--- config.mk ---
export PLATFORM = sky130hd
export DESIGN_NAME = bin_to_bcd_seq
export DESIGN_NICKNAME = d
export VERILOG_FILES = /design/src/rtl/bcd_pkg.sv /design/src/rtl/bcd_digit_adj.sv /design/src/rtl/bin_to_bcd_seq.sv
export SDC_FILE = /design/constraint.sdc
export NUM_CORES = 1
export LEC_CHECK = 0
export ABC_CLOCK_PERIOD_IN_PS = 4100
export BUFFER_PORTS_ARGS = -buffer_cell sky130_fd_sc_hd__buf_2
export CAP_MARGIN = 30
export CORE_ASPECT_RATIO = 0.9
export CORE_MARGIN = 2
export CORE_UTILIZATION = 35
export CTS_BUF_LIST = sky130_fd_sc_hd__clkbuf_4
export DETAILED_ROUTE_END_ITERATION = 10
export PLACE_DENSITY_LB_ADDON = 0.12
export SLEW_MARGIN = 5
export SYNTH_ARGS = -nofsm -noshare
export SYNTH_HDL_FRONTEND = slang
export SYNTH_SLANG_ARGS = --single-unit
--- constraint.sdc ---
create_clock -name clk -period 4.1 [get_ports clk]
set_input_delay 0.41 -clock clk [delete_from_list [all_inputs] [get_ports clk]]
set_output_delay 0.41 -clock clk [all_outputs]
set_load 0.1 [all_outputs]
--- src/rtl/bcd_pkg.sv ---
// rtl/bcd_pkg.sv - shared types and helpers for the sequential binary-to-BCD converter
// Contents:
//   state_t      : converter sequencing states (IDLE, SHIFT, DONE)
//   BCD_W        : bits per BCD digit
//   add3_if_ge5  : double-dabble digit correction applied before each shift
package bcd_pkg;

  typedef enum logic [1:0] {
    IDLE  = 2'd0,
    SHIFT = 2'd1,
    DONE  = 2'd2
  } state_t;

  localparam int BCD_W = 4;

  // A digit of 5..9 would become >= 10 after doubling; pre-adding 3 makes
  // the following left shift carry correctly into the next digit.
  function automatic logic [BCD_W-1:0] add3_if_ge5(input logic [BCD_W-1:0] d);
    return (d >= 4'd5) ? (d + 4'd3) : d;
  endfunction

endpackage

--- src/rtl/bcd_digit_adj.sv ---
// rtl/bcd_digit_adj.sv - combinational per-digit add-3 correction
// Ports:
//   din  : working BCD digit before correction
//   dout : din + 3 when din >= 5, otherwise din
module bcd_digit_adj
  import bcd_pkg::*;
(
  input  logic [BCD_W-1:0] din,
  output logic [BCD_W-1:0] dout
);

  assign dout = add3_if_ge5(din);

endmodule

--- src/rtl/bin_to_bcd_seq.sv ---
// rtl/bin_to_bcd_seq.sv - sequential double-dabble binary-to-BCD converter, one bit per clock
// Ports:
//   clk         : clock, all state on rising edge
//   rst         : synchronous active-high reset, overrides start
//   start       : conversion request, honoured in IDLE and DONE only
//   signed_mode : 1 = bin_in is two's complement, 0 = unsigned
//   bin_in      : value to convert, sampled with an accepted start
//   busy        : high for the WIDTH shift cycles of a conversion
//   done        : one-cycle pulse, results valid in the same cycle
//   bcd_out     : DIGITS packed BCD digits, units in [3:0]
//   signal      : 1 = non-negative result, 0 = negative
//   overflow    : magnitude did not fit in DIGITS digits (bcd_out is modulo 10^DIGITS)
module bin_to_bcd_seq
  import bcd_pkg::*;
#(
  parameter int WIDTH  = 32,
  parameter int DIGITS = 10
) (
  input  logic                    clk,
  input  logic                    rst,
  input  logic                    start,
  input  logic                    signed_mode,
  input  logic [WIDTH-1:0]        bin_in,
  output logic                    busy,
  output logic                    done,
  output logic [BCD_W*DIGITS-1:0] bcd_out,
  output logic                    signal,
  output logic                    overflow
);

  localparam int CW = $clog2(WIDTH);
  localparam int BW = BCD_W * DIGITS;

  state_t          state_q, state_d;
  logic [WIDTH-1:0] mag_q, mag_d;
  logic [BW-1:0]    work_q, work_d;
  logic             ovf_acc_q, ovf_acc_d;
  logic             neg_q, neg_d;
  logic [CW-1:0]    cnt_q, cnt_d;
  logic [BW-1:0]    bcd_out_q, bcd_out_d;
  logic             signal_q, signal_d;
  logic             overflow_q, overflow_d;

  logic [BW-1:0]    adj;
  logic [BW-1:0]    work_shift;
  logic             carry_out;
  logic             accept;
  logic             last_shift;
  logic             in_neg;

  // Add-3 correction on every working digit in parallel.
  for (genvar g = 0; g < DIGITS; g++) begin : g_adj
    bcd_digit_adj u_adj (
      .din  (work_q[g*BCD_W +: BCD_W]),
      .dout (adj[g*BCD_W +: BCD_W])
    );
  end

  // One left shift of {digits, magnitude}: magnitude MSB enters the units
  // digit, the top digit's MSB falls out and marks an overflow.
  assign work_shift = {adj[BW-2:0], mag_q[WIDTH-1]};
  assign carry_out  = adj[BW-1];

  // DONE accepts a new start exactly like IDLE, which gives back-to-back
  // conversions every WIDTH+1 cycles.
  assign accept     = start && (state_q != SHIFT);
  assign last_shift = (state_q == SHIFT) && (cnt_q == '0);
  assign in_neg     = signed_mode && bin_in[WIDTH-1];

  // State register
  always_ff @(posedge clk) begin
    if (rst) begin
      state_q <= IDLE;
    end else begin
      state_q <= state_d;
    end
  end

  // Next-state logic
  always_comb begin
    state_d = state_q;
    case (state_q)
      IDLE:    if (start) state_d = SHIFT;
      SHIFT:   if (cnt_q == '0) state_d = DONE;
      DONE:    state_d = start ? SHIFT : IDLE;
      default: state_d = IDLE;
    endcase
  end

  // Output logic
  always_comb begin
    busy = (state_q == SHIFT);
    done = (state_q == DONE);
  end

  // Datapath next values
  always_comb begin
    mag_d      = mag_q;
    work_d     = work_q;
    ovf_acc_d  = ovf_acc_q;
    neg_d      = neg_q;
    cnt_d      = cnt_q;
    bcd_out_d  = bcd_out_q;
    signal_d   = signal_q;
    overflow_d = overflow_q;

    if (accept) begin
      // -2^(WIDTH-1) negates to 2^(WIDTH-1), which still fits unsigned.
      mag_d     = in_neg ? ((~bin_in) + WIDTH'(1)) : bin_in;
      neg_d     = in_neg;
      work_d    = '0;
      ovf_acc_d = 1'b0;
      cnt_d     = CW'(WIDTH - 1);
    end else if (state_q == SHIFT) begin
      mag_d     = {mag_q[WIDTH-2:0], 1'b0};
      work_d    = work_shift;
      ovf_acc_d = ovf_acc_q | carry_out;
      if (cnt_q != '0) begin
        cnt_d = cnt_q - CW'(1);
      end
    end

    // Results are captured from the final shift so they are already on the
    // outputs during the done pulse, and then held until the next one.
    if (last_shift) begin
      bcd_out_d  = work_shift;
      signal_d   = ~neg_q;
      overflow_d = ovf_acc_q | carry_out;
    end
  end

  // Datapath registers
  always_ff @(posedge clk) begin
    if (rst) begin
      mag_q      <= '0;
      work_q     <= '0;
      ovf_acc_q  <= 1'b0;
      neg_q      <= 1'b0;
      cnt_q      <= '0;
      bcd_out_q  <= '0;
      signal_q   <= 1'b1;
      overflow_q <= 1'b0;
    end else begin
      mag_q      <= mag_d;
      work_q     <= work_d;
      ovf_acc_q  <= ovf_acc_d;
      neg_q      <= neg_d;
      cnt_q      <= cnt_d;
      bcd_out_q  <= bcd_out_d;
      signal_q   <= signal_d;
      overflow_q <= overflow_d;
    end
  end

  assign bcd_out  = bcd_out_q;
  assign signal   = signal_q;
  assign overflow = overflow_q;

endmodule

; ---- Yosys cells after proc, flatten, opt, wreduce, memory -nomap -nowiden
; Index checks and enable logic that the tools add are counted.
[totals]
ff_bits = 123
word_cells = 70
[op_classes]
n_addsub = 12
n_mux = 20
n_lt_le_gt_ge = 10
bitwise_logic = 3
n_reduce_logical = 11
n_eq_ne = 5
[op_table]
columns = op, count
row1 = 2-to-1 mux 32 bit, 3
row2 = "adder 4 x 2 -> 4 bit, second input constant", 10
row3 = ">= comparator 4 x 3 -> 1 bit, second input constant", 10
row4 = 2-to-1 mux 4 bit, 10
row5 = "adder 32 x 1 -> 32 bit, second input constant", 1
row6 = inverter 32 bit, 1
row7 = 2-to-1 mux 5 bit, 3
row8 = case mux 2 bit (3 select lines), 1
row9 = zero test 5 bit, 1
row10 = nonzero test 5 bit, 1
row11 = "subtractor 5 x 1 -> 5 bit, second input constant", 1
row12 = 2-to-1 mux 2 bit, 2
row13 = "!= test 2 x 1 -> 1 bit, second input constant", 2
row14 = AND reduction 2 bit, 2
row15 = nonzero test 2 bit, 2
row16 = logical AND 1 bit, 3
row17 = "equality test 2 x 1 -> 1 bit, second input constant", 1
row18 = "equality test 2 bit, second input constant", 1
row19 = zero test 2 bit, 1
row20 = "!= test 2 bit, second input constant", 1
row21 = OR reduction 2 bit, 1
row22 = 2-to-1 mux 1 bit, 1
row23 = inverter 1 bit, 1
row24 = bitwise OR 1 bit, 1

; ---- Depth between registers and ports, before layout
[logic_depth]
word_depth = 4
mapped_depth = 8

; ---- Cells and area by module
; A second synthesis with hierarchy kept.
[unflattened]
cells_unflattened = 841
area_unflattened_um2 = 6347.3
[by_module_without_submodules]
columns = mod, cells_each, seq_area_each_um2, area_per_inst_um2, instances
row1 = bin_to_bcd_seq, 681, 2462.4, 5333.9, 1
row2 = bcd_digit_adj, 16, 0.0, 101.3, 10

; ---- Worst setup path before layout
; Ideal clock, no wire load.
[synth_path]
kind = register to output
start = register state_q[1]
end = output port busy
path_stages_with_launch = 6
n_path_buf = 3
setup_slack_ns = 1.618
arrival_time_ns = 2.072
cell_sequence = dfxtp_1 nand2b_1 clkbuf_1 inv_2 clkbuf_1 clkbuf_1
[synth_between]
elab_chain_cells = 1
[synth_lines]
columns = item, line_no
row1 = from (decl), bin_to_bcd_seq.sv:34  ; state_t state_q, state_d;
row2 = from (signal assigned), bin_to_bcd_seq.sv:75  ; state_q <= state_d;
row3 = equality test 2 x 1 -> 1 bit, bin_to_bcd_seq.sv:92  ; busy = (state_q == SHIFT);
row4 = to (decl), bin_to_bcd_seq.sv:24  ; output logic busy,
; No other way between the ends.

; ---- Final worst setup path
; Same ends and word-level chain as after synthesis.

==> impl_results.md <==
* CTS root buf: clkbuf_4
* Setup crit end kind: output port
* Leading area contributor after synthesis: dfxtp_1
* Largest fanout on the critical path at 31
* Seq/Total Area, Yosys at between 30% and 40%
* EDFF count, synth at 0
* CTS resizes at 0
* Max-slew violations at 0
* Max-cap check violation count at 0
* HP Class: primary input to register
* FF+latch count, synth at ~120
* Detail Placement HPWL at approximately 11 mm
* Dpl ws at about 1500 ps
* Synthesis-to-layout area growth at 14.7%
* Worst-path cell chain: nand2b_2, inv_2, buf_4, buf_2
* CP peak stage delay at approximately 500 ps
* Router iterations before antenna repair at 5
* Postcts setup bufs at 0
* Mapped Area at about 6200 um^2
* Crit path kind: register to output port
* Worst relative slew slack at 45.8%
* Pwr/cell area at 361 nW/um^2
* Yosys cell types at 52
* Gate Count Post-Synth at a little under 800
* Worst skew pair latency at about 520 ps
* Vias in the first global route at approximately 5,500
* Worst VDD drop at slightly below 0.2 mV
* CTS tree: done
* Global route total overflow at 0
* Clock slew at reported path FFs at roughly 100 ps
* Final Routed Wirelength at about 15 mm
* Top cell type's share of synthesized area at 39.6%
* # port buffers at between 70 and 80
* Final worst setup slack at about 1300 ps
* Largest cells by area after synthesis: dfxtp_1 40%, a21oi_1 8.9%, nand2_1 6.3%
* Crit path time final at 2850 ps
* Met2 wire length at 7.02 mm
* Final Hold Fails at 0
* Final setup vio count at 0
* Post-route ant nets at 0
* Clock network power share at 30.7%
* Worst path slowest cell: buf_2
* Met1 Wirelength at about 7.7 mm
* Max Root-Sink Buffers at 2
* Fmax at 351 MHz
* Clock sinks at 123
* CTS Hold Bufs at 0
* First-pass GRT wire length at between 20 and 30 mm
* Starting DRT DRC Count at 322
* Gr usage total at 17.4%
* CP arrival at about 2400 ps
* Worst-margin pin slew at 814 ps
* Setup TNS at 0 ps
* Area of the core at between 15,000 and 20,000 um^2
* Wire length per cell at between 10 and 15 um
* GP Congestion at 0.807
* Chip height at approximately 130 um
* Die width at between 100 and 150 um
* Met3 wire length at ~540 um
* Crit share post-route at around 69%
* Synth Warn # at 0
* Vias at 5,679
* Vias per Instance at 5.17
* Worst Path Required at 3690 ps
* Initial antenna violation count at 1
* Share of cells above drive strength 1 at between 10% and 20%
* Seq pwr share at approximately half
* Die Area at roughly 19,000 um^2
* Initial Util at a little over a third
* Boundary Pins at 80
* Fraction of registers with async set/reset at 0%
* Skew final at 11.9 ps
* Switching Power at just over 0.0008 W
* Final #Nets at about 900
* P_leak at about 2.6 nW
* Internal power at approximately 0.0018 W
* DRC Markers at 0
* RSZ-0062 raised after global routing: no
* Syn Nets at ~840
* Comb pwr share at between 10% and 20%
* H-tree depth at 4
* Avg Cell Area, Syn at approximately 8 um^2
* Pin count of the biggest net entering global routing at 77
* Critical path launch point type: register
* Switching fraction of total power at 31.6%
* Highest metal used: met4
* CTS buffer count at 17
* Most used DFF post-synth: dfxtp_1
* Status: finished clean
* Row count at between 40 and 50
[per-stage QoR]
stage / cell area (um^2) / utilization (%) / cells / power, W / hold slack [ps]
after floorplan: 6220 / - / 784 / 0.00168 / 429
after global placement: 6830 / 39.0 / 1063 / 0.00180 / 441
after detailed placement: 6880 / 39.3 / 1066 / 0.00181 / 443
after CTS: 7130 / 40.7 / 1097 / 0.00262 / 150
after global routing: 7140 / 40.8 / 1099 / 0.00273 / 149
final: 7140 / 40.8 / 1099 / 0.00257 / 209
[worst max-delay path, delay by kind of cell, from the launching register on]
family                 cells  cell delay [ps]
buffers and inverters      3             1210
DFF                        1              310
and+or+nand+nor            1              380
[cell type report]
type                       count  area [um^2]
clock inverter                12          106
inverter                      32          120
clock buffer                  19          143
antenna                        1         2.50
fill                        1876        10400
timing repair buffer          93          541
multi-input combinational    579         3460
sequential                   123         2460
tap                          240          300
[flip-flops by register name, summed over array words and instances (netlist names)]
name	flops
bcd_out	40
state_q	2
work_q	40
ovf_acc_q	1
neg_q	1
cnt_q	5
signal	1
mag_q	32
overflow	1
[layer usage]
layer | up-vias | GRT usage [%]
li1 | 2916 | -
met1 | 2658 | 22.9
met2 | 96 | 28.4
met3 | 9 | 3.79
met4 | 0 | 5.77
met5 | - | 0
[cells by family (layout without fill, tap and decap cells)]
| group | after synthesis | in the layout | share of synthesized area, % |
|---|---|---|---|
| buffers and inverters | 82 | 156 | 4.97 |
| other | 0 | 1 | 0 |
| and+or+nand+nor | 264 | 264 | 20.8 |
| AOI/OAI and AO/OA | 247 | 247 | 23.5 |
| adders and majority gates | 22 | 22 | 4.42 |
| muxes | 12 | 12 | 1.95 |
| DFF | 123 | 123 | 39.6 |
| xor gates and xnor gates | 34 | 34 | 4.79 |
[worst paths after layout]
check        slack, ps    endpoint  cells after the start       start
max reg2reg       1840  work_q[36]                      5  state_q[1]
min                210   mag_q[21]                      3  bin_in[21]
min reg2reg        450    mag_q[4]                      2    mag_q[3]
max               1250        busy                      4  state_q[1]
[cells in the mapped netlist, types with 5 or more instances]
master,count
a221oi_1,5
buf_1,5
nand2b_1,11
clkbuf_1,44
ha_1,22
a41oi_1,7
nor2_1,60
inv_1,30
a211oi_1,40
mux2i_1,11
o21ai_0,44
a31oi_1,13
dfxtp_1,123
o22ai_1,12
nand3_1,11
nor3_1,14
xor2_1,5
nor3b_1,34
a21oi_1,111
nand2_1,105
xnor2_1,29
[power by group through the flow]
stage,sequential [W],clock [W],combinational [W]
6_report,0.00129,0.000791,0.000497
3_3_place_gp,0.00131,0,0.000488
2_1_floorplan,0.00140,0,0.000277
3_5_place_dp,0.00131,0,0.000499
4_1_cts,0.00129,0.000833,0.000502
5_1_grt,0.00130,0.000888,0.000550
[placed cells by master (no fill, tap or decap), types with 4 or more instances in the layout]
cell,Yosys,routed
a211oi_1,40,40
a21oi_1,111,111
a221oi_1,5,5
a31oi_1,13,13
a41oi_1,7,7
buf_2,1,79
buf_4,0,11
clkbuf_4,0,19
clkinv_1,1,4
clkinv_2,0,7
dfxtp_1,123,123
ha_1,22,22
inv_1,30,30
mux2i_1,11,11
nand2_1,105,105
nand2b_1,11,10
nand3_1,11,11
nor2_1,60,60
nor3_1,14,13
nor3b_1,34,34
o21ai_0,44,44
o22ai_1,12,12
xnor2_1,29,29
xor2_1,5,5
(Power assumes the default switching activity.)
